**config.mk**
```make
export PLATFORM = sky130hd
export DESIGN_NAME = note_sequencer_flat
export DESIGN_NICKNAME = d
export VERILOG_FILES = /design/src/rtl/note_sequencer_if.sv /design/src/rtl/note_sequencer.sv /design/src/flat_wrapper.sv
export SDC_FILE = /design/constraint.sdc
export NUM_CORES = 1
export LEC_CHECK = 0
export BUFFER_PORTS_ARGS = -buffer_cell sky130_fd_sc_hd__buf_2
export CELL_PAD_IN_SITES_DETAIL_PLACEMENT = 1
export CELL_PAD_IN_SITES_GLOBAL_PLACEMENT = 2
export CORE_MARGIN = 1
export CORE_UTILIZATION = 31
export CTS_CLUSTER_SIZE = 28
export DETAILED_ROUTE_END_ITERATION = 6
export PLACE_DENSITY_LB_ADDON = 0.1
export SKIP_CTS_REPAIR_TIMING = 1
export SYNTH_ARGS = -nofsm -noshare
export SYNTH_HDL_FRONTEND = slang
export SYNTH_SLANG_ARGS = --single-unit
```
**constraint.sdc**
```tcl
create_clock -name clk -period 3 [get_ports clk]
set_clock_uncertainty 0.15 [all_clocks]
set_input_delay 0.15 -clock clk [delete_from_list [all_inputs] [get_ports clk]]
set_output_delay 0.15 -clock clk [all_outputs]
set_load 0.02 [all_outputs]
```
**src/rtl/note_sequencer_if.sv**
```systemverilog
// ----------------------------------------------------------------------------
// note_sequencer_if
//   Song-ROM bus between a note_sequencer and its note-event ROM.
//
//   rom_addr : entry address driven by the sequencer (registered there)
//   rom_data : entry contents, valid one clk after rom_addr changes
//              [MSB]                    end-of-song flag
//              [DIV_W+DUR_W-1:DIV_W]    duration in tempo ticks
//              [DIV_W-1:0]              divisor (0 = rest)
//
//   master : sequencer side (drives the address)
//   slave  : ROM side (returns the entry)
// ----------------------------------------------------------------------------
interface note_sequencer_if #(
  parameter int ADDR_W = 7,
  parameter int DIV_W  = 17,
  parameter int DUR_W  = 6
);
  logic [ADDR_W-1:0]      rom_addr;
  logic [DUR_W+DIV_W:0]   rom_data;

  modport master (output rom_addr, input  rom_data);
  modport slave  (input  rom_addr, output rom_data);
endinterface

```
**src/rtl/note_sequencer.sv**
```systemverilog
// ----------------------------------------------------------------------------
// note_sequencer
//   Walks a note-event ROM and drives one wave voice (div + enable). Each
//   entry holds a divisor and a duration in tempo ticks, or marks the end of
//   the song. Two instances sharing start/stop give a two-voice song.
//
// Ports
//   clk     : system clock
//   rst_n   : asynchronous active-low reset
//   tempo   : tempo square wave, asynchronous to clk; each rising edge = tick
//   start   : level, sampled in IDLE; plays from address 0
//   stop    : level, aborts playback from any state (highest priority)
//   loop    : on end-of-song restart at address 0 instead of finishing
//   rom     : song-ROM bus (note_sequencer_if.master)
//   div     : divisor for the wave module, held across note changes
//   enable  : wave enable, high while a non-rest note sounds
//   busy    : high in every state except IDLE
//   done    : one-clk pulse on normal song completion
// ----------------------------------------------------------------------------
module note_sequencer #(
  parameter int ADDR_W = 7,
  parameter int DIV_W  = 17,
  parameter int DUR_W  = 6
) (
  input  logic               clk,
  input  logic               rst_n,
  input  logic               tempo,
  input  logic               start,
  input  logic               stop,
  input  logic               loop,
  note_sequencer_if.master   rom,
  output logic [DIV_W-1:0]   div,
  output logic               enable,
  output logic               busy,
  output logic               done
);

  typedef enum logic [2:0] {
    S_IDLE,
    S_FETCH,
    S_LOAD,
    S_PLAY,
    S_FINISH
  } state_e;

  state_e              r_state;
  logic [ADDR_W-1:0]   r_rom_addr;
  logic [DIV_W-1:0]    r_div;
  logic                r_enable;
  logic                r_busy;
  logic                r_done;
  logic [DUR_W-1:0]    r_remain;
  logic                r_pending;

  logic                r_tempo_s1;
  logic                r_tempo_s2;
  logic                r_tempo_d;

  logic                w_tick;
  logic                w_play_tick;
  logic                w_end;
  logic [DUR_W-1:0]    w_dur;
  logic [DIV_W-1:0]    w_divisor;
  logic                w_addr_last;

  // ROM entry fields
  assign w_end     = rom.rom_data[DUR_W+DIV_W];
  assign w_dur     = rom.rom_data[DIV_W+DUR_W-1:DIV_W];
  assign w_divisor = rom.rom_data[DIV_W-1:0];

  assign w_tick      = r_tempo_s2 & ~r_tempo_d;
  // A tick that landed while fetching counts in the first PLAY cycle.
  assign w_play_tick = w_tick | r_pending;
  assign w_addr_last = &r_rom_addr;

  // Two-flop synchronizer plus edge-detect history on tempo.
  // NOTE: every flop here is reset asynchronously; this block holds no
  // memory arrays, so nothing is left without a reset value.
  always_ff @(posedge clk or negedge rst_n) begin
    if (!rst_n) begin
      r_tempo_s1 <= 1'b0;
      r_tempo_s2 <= 1'b0;
      r_tempo_d  <= 1'b0;
    end else begin
      r_tempo_s1 <= tempo;
      r_tempo_s2 <= r_tempo_s1;
      r_tempo_d  <= r_tempo_s2;
    end
  end

  // Sequencer FSM; all outputs are registered alongside the state.
  // NOTE: state and outputs use non-blocking assignments so every flop sees
  // the pre-edge values of its neighbours, independent of statement order.
  always_ff @(posedge clk or negedge rst_n) begin
    if (!rst_n) begin
      r_state    <= S_IDLE;
      r_rom_addr <= '0;
      r_div      <= '0;
      r_enable   <= 1'b0;
      r_busy     <= 1'b0;
      r_done     <= 1'b0;
      r_remain   <= '0;
      r_pending  <= 1'b0;
    end else begin
      // NOTE: done defaults low each cycle so it is a self-clearing pulse;
      // only the transitions into FINISH raise it.
      r_done <= 1'b0;

      if (stop && (r_state != S_IDLE)) begin
        r_state   <= S_IDLE;
        r_div     <= '0;
        r_enable  <= 1'b0;
        r_busy    <= 1'b0;
        r_pending <= 1'b0;
      end else begin
        case (r_state)
          S_IDLE: begin
            r_div     <= '0;
            r_enable  <= 1'b0;
            r_pending <= 1'b0;
            if (start && !stop) begin
              r_rom_addr <= '0;
              r_busy     <= 1'b1;
              r_state    <= S_FETCH;
            end
          end

          S_FETCH: begin
            if (w_tick) r_pending <= 1'b1;
            r_state <= S_LOAD;
          end

          S_LOAD: begin
            if (w_tick) r_pending <= 1'b1;
            if (w_end) begin
              // Looping from address 0 would replay an empty song forever.
              if (loop && (r_rom_addr != '0)) begin
                r_rom_addr <= '0;
                r_state    <= S_FETCH;
              end else begin
                r_done   <= 1'b1;
                r_div    <= '0;
                r_enable <= 1'b0;
                r_state  <= S_FINISH;
              end
            end else begin
              r_div    <= w_divisor;
              r_enable <= |w_divisor;
              r_remain <= (w_dur == '0) ? DUR_W'(1) : w_dur;
              r_state  <= S_PLAY;
            end
          end

          S_PLAY: begin
            if (w_play_tick) begin
              // If the pending flag and a fresh tick coincide, keep one.
              r_pending <= r_pending & w_tick;
              if (r_remain < DUR_W'(2)) begin
                if (w_addr_last) begin
                  r_done   <= 1'b1;
                  r_div    <= '0;
                  r_enable <= 1'b0;
                  r_state  <= S_FINISH;
                end else begin
                  // div/enable stay as-is until the next entry loads.
                  r_rom_addr <= r_rom_addr + ADDR_W'(1);
                  r_state    <= S_FETCH;
                end
              end else begin
                r_remain <= r_remain - DUR_W'(1);
              end
            end
          end

          S_FINISH: begin
            r_div     <= '0;
            r_enable  <= 1'b0;
            r_busy    <= 1'b0;
            r_pending <= 1'b0;
            r_state   <= S_IDLE;
          end

          default: begin
            r_busy  <= 1'b0;
            r_state <= S_IDLE;
          end
        endcase
      end
    end
  end

  assign rom.rom_addr = r_rom_addr;
  assign div          = r_div;
  assign enable       = r_enable;
  assign busy         = r_busy;
  assign done         = r_done;

endmodule

```
**src/flat_wrapper.sv**
```systemverilog
// flat-port wrapper written by rule: the top's interface ports become plain ports
module note_sequencer_flat 
#(
  parameter int ADDR_W = 7,
  parameter int DIV_W  = 17,
  parameter int DUR_W  = 6
)
  (clk, rst_n, tempo, start, stop, loop, div, enable, busy, done, rom_rom_addr, rom_rom_data);
  note_sequencer_if #(.ADDR_W(ADDR_W), .DIV_W(DIV_W), .DUR_W(DUR_W)) rom_i ();
  input  logic clk;
  input  logic rst_n;
  input  logic tempo;
  input  logic start;
  input  logic stop;
  input  logic loop;
  output logic [DIV_W-1:0] div;
  output logic enable;
  output logic busy;
  output logic done;
  output wire logic [$bits(rom_i.rom_addr)-1:0] rom_rom_addr;
  input wire logic [$bits(rom_i.rom_data)-1:0] rom_rom_data;
  assign rom_rom_addr = rom_i.rom_addr;
  assign rom_i.rom_data = rom_rom_data;
  note_sequencer #(.ADDR_W(ADDR_W), .DIV_W(DIV_W), .DUR_W(DUR_W)) u_core (.clk(clk), .rst_n(rst_n), .tempo(tempo), .start(start), .stop(stop), .loop(loop), .rom(rom_i), .div(div), .enable(enable), .busy(busy), .done(done));
endmodule
```
* After elaboration in Yosys (flattened, before gate mapping)
Cells that the tools add are included.
** Cells by class
- Order comparisons :: 1
- $mul :: 0
- Eq/ne operators :: 19
- Div/mod/pow operators :: 0
- Reductions and logical operators :: 23
- Shift-type cells :: 0
- Add/sub/neg operators :: 2
- Muxes and demuxes :: 48
- Bitwise logic cells :: 5
** Operators by type and width (count)
- 17-bit two-way mux :: 6
- 17-bit one-hot mux with 3 select lines :: 1
- 7-bit two-way mux :: 6
- 6-bit two-way mux :: 4
- 3-bit two-way mux :: 7
- 7-bit one-hot mux with 3 select lines :: 1
- 1-bit two-way mux :: 17
- 17-bit OR reduction :: 1
- 3-bit by 1-bit != test with 1-bit output (second input constant) :: 5
- 3-bit one-hot mux with 4 select lines :: 1
- 6-bit one-hot mux with 2 select lines :: 1
- 2-bit by 1-bit != test with 1-bit output (second input constant) :: 5
- 5-bit AND reduction :: 2
- 2-bit != test (second input constant) :: 4
- 8-bit AND reduction :: 1
- 4-bit nonzero test :: 2
- 7-bit by 1-bit adder with 7-bit output (second input constant) :: 1
- 7-bit AND reduction :: 1
- 7-bit nonzero test :: 1
- 3-bit by 2-bit equality test with 1-bit output (second input constant) :: 2
- 6-bit zero test :: 1
- 6-bit by 2-bit < comparator with 1-bit output (second input constant) :: 1
- 1-bit one-hot mux with 3 select lines :: 2
- 3-bit AND reduction :: 2
- 16 further kinds :: 23
** Word-level totals
- Memories kept :: 0
- Memory bits (writable) :: 0
- Bits in latches :: 0
- Register bits :: 40
- ROM bits :: 0
- Input bits :: 30
- Logic and storage cells :: 109
- Output and inout bits :: 27

* Depth between registers and ports, before layout
Gate-level depths: netlist of the first run.
- Depth in word-level cells :: 6
- Depth in mapped cells :: 8
- Mapped depth without buffers :: 7

* Least setup slack after synthesis of the first run
Ideal clock, no wire load.
- Path kind :: reg-to-reg
- From :: register u_core.r_rom_addr[0] (netlist: u_core.rom.rom_addr[0])
- To :: register u_core.r_div[10] (netlist: u_core.div[10])
- Buffers on the path :: 1
- Setup time :: 0.121 ns
- Arrival time :: 1.912 ns
- Clock period less this slack :: 2.183 ns
- Setup slack :: 0.817 ns
- Stages on the path, launching flop included :: 8
- Data required time :: 2.729 ns
- Cell sequence :: dfrtp_1 inv_1 ha_1 or4b_4 o31ai_4 o221ai_2 buf_6 a22o_1
** Between the ends
- Cells in the longest elaborated chain, start to end :: 4
- Elaborated cells between the ends (all ways) :: 6
- Classes of those cells :: eq/ne: 2; reduce/logical: 4
** RTL lines
- start: declaration :: line note_sequencer.sv:47 : logic [ADDR_W-1:0] r_rom_addr;
- start signal: assignment :: line note_sequencer.sv:166 : r_rom_addr <= r_rom_addr + ADDR_W'(1);
- 7-bit nonzero test :: line note_sequencer.sv:137 : if (loop && (r_rom_addr != '0)) begin
- 1-bit logical AND :: line note_sequencer.sv:137
- 4-bit by 3-bit != test with 1-bit output (no source line)
- 5-bit AND reduction (no source line) *
- end signal: assignment :: line note_sequencer.sv:147 : r_div <= w_divisor;
- end: declaration :: line note_sequencer.sv:48 : logic [DIV_W-1:0] r_div;
Mark *: on every way between the ends. The rest lies on a longest branch, timed or not.
A chain may end at the register's enable or synchronous reset.

* Worst setup path in the final report of the first run
- From :: register u_core.r_rom_addr[0] (netlist: u_core.rom.rom_addr[0])
- To :: register u_core.r_enable (netlist: u_core.enable)
** Between the ends
- Cells in the longest elaborated chain, start to end :: 4
- Elaborated cells between the ends (all ways) :: 6
- Classes of those cells :: eq/ne: 2; reduce/logical: 4
** RTL lines
- 7-bit nonzero test :: line note_sequencer.sv:137
- 1-bit logical AND :: line note_sequencer.sv:137
- 4-bit by 3-bit != test with 1-bit output (no source line)
- 5-bit AND reduction (no source line) *
- end signal: assignment :: line note_sequencer.sv:148 : r_enable <= |w_divisor;
- end: declaration :: line note_sequencer.sv:49 : logic r_enable;
Marks and branches as above.

==> run_results.csv, run 1 <==
group,metric,value,unit
place,post-place-cells,327,
setup_path,r2r_start,"u_core.rom.rom_addr[0]$_DFFE_PN0P_",
setup_path,cp_num_buf_inv,1,
global_routing,grt_first_pass_wirelength,9510,um
place,dp_hpwl,3980,um
cells_and_area,regArea,0.00100,mm2
setup_path,slowest_delay,0.49,ns
place,dp_worst_setup_slack,0.588,ns
run_status,violations,"hold timing",
route,via_count,1873,
cells_and_area,drive_gt1_share,28.2,%
setup_path,cp.arrival,2.46,ns
route,viasPerCell,5.29,
floorplan,rows,29,
cells_and_area,antenna_cells,0,
route,wl_per_cell,16.3,um
cells_and_area,fin_nets,309,
power,p_leak,1.29,nW
cells_and_area,layoutNonFillerInstCount,354,
yosys,syn-cell-area,0.00203,mm2
timing,fin_ws,0.591,ns
timing,min_period,2.41,ns
min_path,holdPathEnd,"u_core.r_state[1]$_DFFE_PN0P_",
floorplan,die_area,0.00689,mm2
yosys,yosys-top-cells-count,"40 x dfrtp_1, 22 x nor2_1, 18 x a22o_1, 18 x o21ai_0, 11 x nand2_1",
route,first_pass_iters,4,
min_path,holdPathStages,2,
yosys,synthArstFlopShare,100,%
setup_path,crit_fanout,18,
timing,rsz0062_at_grt,"false",
setup_path,endpoint_kind,"register",
yosys,synthFlopType,"dfrtp_1",
yosys,yosysWarnings,0,
yosys,yosysSeqAreaShare,49.2,%
clock_network,cts_made_buffers,5,
yosys,synth_seq_cells,40,
yosys,ys_types,49,
yosys,syn_inst,201,
clock_network,root_buffer,"clkbuf_8",
power,power_density,492,mW/mm2
global_routing,grt_pass1_vias,1824,
timing,setup_viol,0,
yosys,avgSynthCellArea,10.1,um2
yosys,netlist_top_cells_area,"dfrtp_1 49%, a22o_1 7.7%, o21ai_0 4.4%",
yosys,synth_enable_flop_cells,0,
yosys,yosys.area.top_type_share,49.2,%
yosys,synth.largest_area_cell,"dfrtp_1",
cells_and_area,fin_util,41.9,%
setup_path,required,3.05,ns
floorplan,start_util,32.0,%
timing,slew_headroom,39.6,%
setup_path,r2r_end,"u_core.enable$_DFFE_PN0P_",
global_routing,grt_max_degree,41,
clock_network,cts.sinks,40,
place,io_buffers,56,
timing,hold_ws,-0.00982,ns
route,drtAntennaViolNets,0,
cells_and_area,area_growth,30.8,%
cells_and_area,fillCellCount,747,
timing,final_max_slew_viol_count,0,
route,wirelength,5770,um
clock_network,clock_latency,0.30,ns
global_routing,grtUsageTotal,17.5,%
cells_and_area,multi_input_area,953,um2
power,peakVddDrop,346,uV
clock_network,h-tree-depth,2,
setup_path,cp_cell_sequence,"inv_1 -> ha_1 -> or4b_4 -> o31ai_4 -> o221ai_2 -> a22o_1",
setup_path,critPathKind,"register to register",
run_status,status,"finished, violations left",
setup_path,cp-startpoint,"u_core.rom.rom_addr[0]$_DFFE_PN0P_",
floorplan,pin_count,57,
floorplan,die_h,83.0,um
clock_network,cts_tree,"built",
timing,hold_viol_final,1,
setup_path,critPathSlowestCell,"or4b_4",
timing,tightestPinTransition,0.906,ns
setup_path,r2r_cells,6,
clock_network,cts_buffer_depth,2,
flow_run,cap_viol_max_count,0,
route,first_iter_violations,76,
global_routing,grt.overflow.total,0,
floorplan,dieWidth,83.0,um
clock_network,clk_pin_slew,0.09,ns
floorplan,core,0.00635,mm2
setup_path,start_kind,"register",
setup_path,cp_top_family,"compound AO/OA/AOI/OAI gates",
place,gp_congestion,0.752,
timing,period_share,80.3,%
route,route.detailed.drc,0,
yosys,synth_nets,234,
min_path,min_path_type,"input pin to register",
timing,fmax,415,MHz
timing,setup_tns,0,ns
yosys,synth_most_common_cell,"dfrtp_1",
global_routing,antenna_found_initial,0,
min_path,hp-start,"stop",
setup_path,r2r_slack,0.59,ns
[sequential cells by signal (all words and copies together), names as in the netlist]
signal	cells
u_core.busy	1
u_core.div	17
u_core.done	1
u_core.enable	1
u_core.r_pending	1
u_core.r_remain	6
u_core.r_state	3
u_core.r_tempo_d	1
u_core.r_tempo_s1	1
u_core.r_tempo_s2	1
u_core.rom.rom_addr	7
[per-layer routing]
layer	vias up	GRT usage [%]	wire length (um)
li1	899	-	-
met1	929	26.2	2880
met2	37	25.2	2640
met3	8	3.18	187
met4	0	6.58	69
met5	-	0	0
[worst reg2reg max path: stages, from the launching register on]
cell	delay [ns]
dfrtp_1	0.44
inv_1	0.09
ha_1	0.17
or4b_4	0.49
o31ai_4	0.24
o221ai_2	0.39
a22o_1	0.36
[cells in the final DEF (no fill, tap or decap), types with 2 or more instances in the layout]
master,n
buf_4,3
clkinv_2,2
nand4_1,2
or3_1,2
a22o_1,18
dfrtp_1,40
nand3_1,5
nor2_1,22
nand3b_1,2
ha_1,3
nand2_1,11
a21oi_1,10
or4_1,2
a31oi_1,4
o21ai_0,18
dlygate4sd3_1,19
inv_1,8
nor3b_1,3
nor4_1,4
clkbuf_8,5
buf_2,56
and3_1,3
nor3_1,4
o31ai_1,3
[logic make-up after synthesis]
kind of cell,Yosys count,synth area share (%)
compound gates,70,25.7
simple gates,69,18.8
flops,40,49.2
buf+inv,18,3.94
fa+ha+maj,3,1.85
mux,1,0.492
[through the flow]
step           power [W]  area (um2)
6_report         0.00131        2660
5_1_grt          0.00141        2660
4_1_cts          0.00131        2470
3_5_place_dp    0.000936        2380
3_3_place_gp    0.000933        2380
2_1_floorplan   0.000840        2030
[power by group]
| part | total (W) | internal (W) | leakage, nW | switching [W] |
|---|---|---|---|---|
| combinational | 0.000277 | 0.000123 | 0.701 | 0.000154 |
| sequential | 0.000666 | 0.000593 | 0.538 | 0.0000734 |
| clock | 0.000366 | 0.000162 | 0.0479 | 0.000204 |
| total | 0.00131 | 0.000877 | 1.29 | 0.000432 |
[area by class of cell]
| type | instances | area share [%] |
|---|---|---|
| clock buffer | 5 | 2.59 |
| clock inverter | 3 | 0.705 |
| inverter | 8 | 1.13 |
| multi-input combinational | 143 | 35.8 |
| sequential | 40 | 37.6 |
| tap | 77 | 3.62 |
| timing repair buffer | 78 | 18.5 |
[worst max path at each step]
stage	to	slack, ns	cells past startpoint
final	u_core.enable$_DFFE_PN0P_	0.59	6
after global routing	u_core.enable$_DFFE_PN0P_	0.45	6
after CTS	u_core.enable$_DFFE_PN0P_	0.55	6
after detailed placement	u_core.enable$_DFFE_PN0P_	0.59	6
after global placement	u_core.enable$_DFFE_PN0P_	0.65	6
after floorplan	u_core.div[10]$_DFFE_PN0P_	0.82	7
(Power assumes the default switching activity.)
==> inputs of run 2 (changes only) <==
CORE_UTILIZATION = 28   (was 31)
clock period = 2 ns   (was 3 ns; I/O delays follow)
==> run 2 against run 1 <==
Compared with the run above:
- the flow finishes with violations (hold timing, setup timing)
- non-clock buffer count up 44
- first-iteration DRC count down 26%
- design area up 22%
- worst setup slack worse by 0.74 ns
- die area up 10%
- clock power up 92%
- critical path depth up 1
- wire length up 18%
- core utilization up 5.0 points
- sequential cell count unchanged
- hold slack worse by 0.024 ns
==> run_results.csv, run 2 (synthesis gave the netlist of run 1 again) <==
group,metric,value,unit
place,gp_congestion,0.726,
power,p_leak,1.52,nW
floorplan,dieWidth,87.2,um
setup_path,critPathKind,"register to register",
clock_network,cts_tree,"built",
cells_and_area,final_common_cell,"buf_2",
cells_and_area,final_cell_mix,"56 x buf_2, 36 x dfrtp_1, 35 x buf_4",
setup_path,r2r_start,"u_core.rom.rom_addr[0]$_DFFE_PN0P_",
power,power_density,713,mW/mm2
floorplan,core,0.00691,mm2
route,via_count,2064,
setup_path,cp_num_buf_inv,2,
timing,tightestPinTransition,0.536,ns
floorplan,start_util,29.5,%
place,post-place-cells,378,
route,drtAntennaViolNets,0,
clock_network,cts.sinks,40,
min_path,hp-start,"rom_rom_data[18]",
place,place_area,0.00268,mm2
setup_path,endpoint_kind,"register",
timing,hold_viol_final,1,
cells_and_area,layoutNonFillerInstCount,420,
place,dp_hpwl,4420,um
timing,slew_headroom,64.2,%
timing,fmax,466,MHz
timing,rsz0062_at_grt,"true",
clock_network,h-tree-depth,2,
clock_network,clock_latency,0.30,ns
min_path,holdPathStages,3,
route,first_iter_violations,56,
clock_network,cts_made_buffers,5,
setup_path,required,2.05,ns
flow_run,cap_viol_max_count,0,
timing,hold_ws,-0.0336,ns
timing,setup_viol,28,
global_routing,grt.overflow.total,0,
global_routing,grt_pass1_vias,1894,
setup_path,r2r_cells,7,
place,io_buffers,56,
route,first_pass_iters,4,
route,wl_per_cell,16.2,um
setup_path,crit_fanout,5,
cells_and_area,final_area,0.00324,mm2
timing,fin_ws,-0.146,ns
route,viasPerCell,4.91,
setup_path,cp-startpoint,"u_core.rom.rom_addr[0]$_DFFE_PN0P_",
route,route.detailed.drc,0,
floorplan,die_area,0.00761,mm2
setup_path,cp_top_family,"compound AO/OA/AOI/OAI gates",
timing,final_max_slew_viol_count,0,
clock_network,clk_pin_slew,0.10,ns
setup_path,cp_cell_sequence,"inv_2 -> ha_4 -> or4b_4 -> o31ai_4 -> buf_6 -> o221ai_4 -> a22o_1",
route,wirelength,6790,um
setup_path,slowest_delay,0.47,ns
floorplan,rows,30,
cells_and_area,drive_gt1_share,42.3,%
timing,min_period,2.15,ns
clock_network,cts_buffer_depth,2,
floorplan,die_h,87.2,um
setup_path,critPathSlowestCell,"or4b_4",
run_status,violations,"hold timing, setup timing",
floorplan,pin_count,57,
power,peakVddDrop,309,uV
global_routing,antenna_found_initial,0,
setup_path,cp.arrival,2.20,ns
setup_path,start_kind,"register",
global_routing,grtUsageTotal,16.9,%
global_routing,grt_max_degree,41,
global_routing,grt_first_pass_wirelength,9830,um
cells_and_area,area_growth,59.4,%
cells_and_area,largest_reg_flops,17,
min_path,min_path_type,"input pin to register",
timing,period_share,107,%
clock_network,root_buffer,"clkbuf_8",
run_status,status,"finished, violations left",
cells_and_area,antenna_cells,0,
cells_and_area,fin_nets,356,
setup_path,cp.depth,7,
==> run 2: final timing paths <==
kind	end	slack (ns)
setup / recovery	u_core.enable$_DFFE_PN0P_	-0.15
hold / removal	u_core.r_remain[1]$_DFFE_PN0P_	-0.03
setup reg to reg	u_core.enable$_DFFE_PN0P_	-0.15
hold reg to reg	u_core.r_tempo_s2$_DFF_PN0_	0.21
max in group asynchronous	u_core.rom.rom_addr[0]$_DFFE_PN0P_	1.06
min in group asynchronous	u_core.rom.rom_addr[4]$_DFFE_PN0P_	0.24
==> run 2: routing by layer <==
layer  wire length, um  vias up  global-route usage [%]
met3               217        6                    3.60
li1                  -     1012                       -
met1              3210      998                    23.5
met2              3310       48                    26.7
met4                48        0                    4.02
met5                 0        -                       0
==> run 2: power by group <==
| part | total [W] | internal, W | switching, W | leakage (nW) |
|---|---|---|---|---|
| logic | 0.000638 | 0.000312 | 0.000326 | 0.934 |
| registers | 0.000972 | 0.000890 | 0.0000822 | 0.532 |
| clock network | 0.000702 | 0.000376 | 0.000325 | 0.0548 |
==> run 2: through the flow <==
stage / power (W) / TNS, ns / worst slack, ns / util, % / hold WS [ns]
2_1_floorplan: 0.00127 / -1.94 / -0.141 / - / -0.346
3_3_place_gp: 0.00150 / -2.53 / -0.163 / 38.8 / 0.0546
3_5_place_dp: 0.00151 / -3.23 / -0.193 / 38.8 / 0.0601
5_1_grt: 0.00247 / -5.17 / -0.217 / 47.0 / 0.0161
4_1_cts: 0.00222 / -3.79 / -0.208 / 40.5 / -0.266
6_report: 0.00231 / -2.82 / -0.146 / 47.0 / -0.0336
==> run 2: layout make-up <==
cell class / count / area [um2]
flip-flops and latches: 40 / 1010
repair buffers: 122 / 868
clock buffers: 5 / 68.8
well taps: 96 / 120
clock inverters: 3 / 46.3
multi-input cells: 146 / 1100
fillers: 817 / 3660
inverters: 8 / 30.0
==> run 2: tightest hold or removal path, delay by kind of cell <==
| kind | cells | cell delay [ns] |
|---|---|---|
| buffers and inverters | 1 | 0.09 |
| AOI/OAI and AO/OA | 2 | 0.19 |
==> inputs of run 3 (changes only) <==
CORE_MARGIN = 3   (was 1)
CORE_UTILIZATION = 31   (was 28)
TNS_END_PERCENT = 50   (was unset)
clock period = 2.25 ns   (was 2 ns; I/O delays follow)
==> run 3 against run 2 <==
Compared with the run above:
- the run ends with hold timing left
- first-iteration DRC count shrank 30%
- hold slack lost 0.00052 ns
- die area shrank 0.53%
- via count shrank 4.1%
- combinational power shrank 29%
- non-clock buffer count shrank 21
- largest power group unchanged
==> run_results.csv, run 3 (synthesis gave the netlist of run 1 again) <==
group,metric,value,unit
global_routing,grtUsageTotal,16.2,%
timing,setup_tns,0,ns
route,drtAntennaViolNets,0,
route,via_count,1979,
floorplan,pin_count,57,
cells_and_area,final_common_cell,"buf_2",
cells_and_area,fin_nets,332,
global_routing,antenna_found_initial,0,
setup_path,start_kind,"register",
cells_and_area,final_cell_mix,"56 x buf_2, 40 x dfrtp_1, 23 x buf_4",
floorplan,start_util,33.2,%
cells_and_area,largest_reg_flops,17,
timing,slew_headroom,74.7,%
route,viasPerCell,5.28,
timing,hold_viol_final,4,
clock_network,cts.sinks,40,
power,p_leak,1.41,nW
power,peakVddDrop,356,uV
timing,rsz0062_at_grt,"false",
setup_path,endpoint,"u_core.rom.rom_addr[0]$_DFFE_PN0P_",
setup_path,r2r_end,"u_core.rom.rom_addr[0]$_DFFE_PN0P_",
clock_network,cts_made_buffers,5,
global_routing,grt.overflow.total,0,
place,gp_congestion,0.792,
floorplan,rows,28,
place,dp_worst_setup_slack,-0.0190,ns
setup_path,cp-startpoint,"u_core.rom.rom_addr[0]$_DFFE_PN0P_",
route,first_iter_violations,39,
cells_and_area,antenna_cells,0,
run_status,status,"finished, violations left",
floorplan,die_area,0.00757,mm2
timing,setup_viol,0,
cells_and_area,area_growth,41.9,%
timing,period_share,95.1,%
floorplan,die_h,87.0,um
clock_network,cts_tree,"built",
global_routing,grt_first_pass_wirelength,9580,um
timing,min_period,2.14,ns
cells_and_area,fin_util,47.1,%
route,route.detailed.drc,0,
setup_path,cp.arrival,2.23,ns
setup_path,endpoint_kind,"register",
timing,fin_ws,0.111,ns
setup_path,crit_fanout,7,
flow_run,cap_viol_max_count,0,
run_status,violations,"hold timing",
clock_network,cts_buffer_depth,2,
min_path,holdPathStages,3,
global_routing,grt_pass1_vias,1965,
route,wl_per_cell,15.9,um
clock_network,clock_latency,0.30,ns
place,io_buffers,56,
timing,final_max_slew_viol_count,0,
clock_network,h-tree-depth,2,
power,power_density,670,mW/mm2
setup_path,r2r_cells,7,
min_path,min_path_type,"input pin to register",
clock_network,root_buffer,"clkbuf_8",
timing,tightestPinTransition,0.375,ns
setup_path,r2r_start,"u_core.rom.rom_addr[0]$_DFFE_PN0P_",
clock_network,clk_pin_slew,0.09,ns
global_routing,grt_max_degree,19,
setup_path,r2r_slack,0.11,ns
floorplan,dieWidth,87.0,um
timing,fmax,468,MHz
setup_path,required,2.34,ns
route,wirelength,5970,um
place,dp_hpwl,4380,um
cells_and_area,drive_gt1_share,33.7,%
timing,hold_ws,-0.0341,ns
setup_path,critPathKind,"register to register",
route,first_pass_iters,4,
floorplan,core,0.00613,mm2
## run 3: worst min path at each step
| stage | start | end |
|---|---|---|
| after floorplan | rst_n | u_core.busy$_DFFE_PN0P_ |
| after global placement | rst_n | u_core.div[0]$_DFFE_PN0P_ |
| after detailed placement | rst_n | u_core.div[1]$_DFFE_PN0P_ |
| after CTS | rst_n | u_core.div[9]$_DFFE_PN0P_ |
| after global routing | rom_rom_data[21] | u_core.r_remain[4]$_DFFE_PN0P_ |
| final | rom_rom_data[17] | u_core.r_remain[0]$_DFFE_PN0P_ |
## run 3: per-stage QoR
step / hold WS, ns / cells / power [W] / area [um2]
CTS: -0.426 / 351 / 0.00193 / 2630
global placement: -0.104 / 343 / 0.00130 / 2520
detailed placement: -0.0952 / 343 / 0.00131 / 2520
floorplan: -0.333 / 201 / 0.00112 / 2030
global route: 0.000760 / 375 / 0.00207 / 2890
finish: -0.0341 / 375 / 0.00193 / 2890
## run 3: final cells by class
type                       count  area (um2)
sequential                    40        1000
clock buffer                   5        68.8
inverter                       8        30.0
tap                           75        93.8
clock inverter                 3        46.3
fill                         715        3240
timing repair buffer         101         674
multi-input combinational    143         973
## run 3: routing by layer
layer | track usage [%] | vias up | part of all wire (%)
met5 | 0 | - | 0
met4 | 5.52 | 0 | 1.3
met3 | 3.41 | 6 | 4.8
met2 | 25.9 | 48 | 47
met1 | 21.6 | 976 | 47
li1 | - | 949 | -
## run 3: critical path, stage by stage (launching register included)
cell      delay [ns]
dfrtp_1         0.38
inv_1           0.05
ha_1            0.13
or4b_4          0.49
o31a_1          0.29
o211ai_4        0.27
o21bai_4        0.19
a21o_1          0.12
## run 3: where the power goes
part	internal (W)	leakage, nW	switching, W
Sequential	0.000790	0.538	0.0000795
Combinational	0.000214	0.818	0.000241
Clock	0.000334	0.0548	0.000275
Total	0.00134	1.41	0.000596
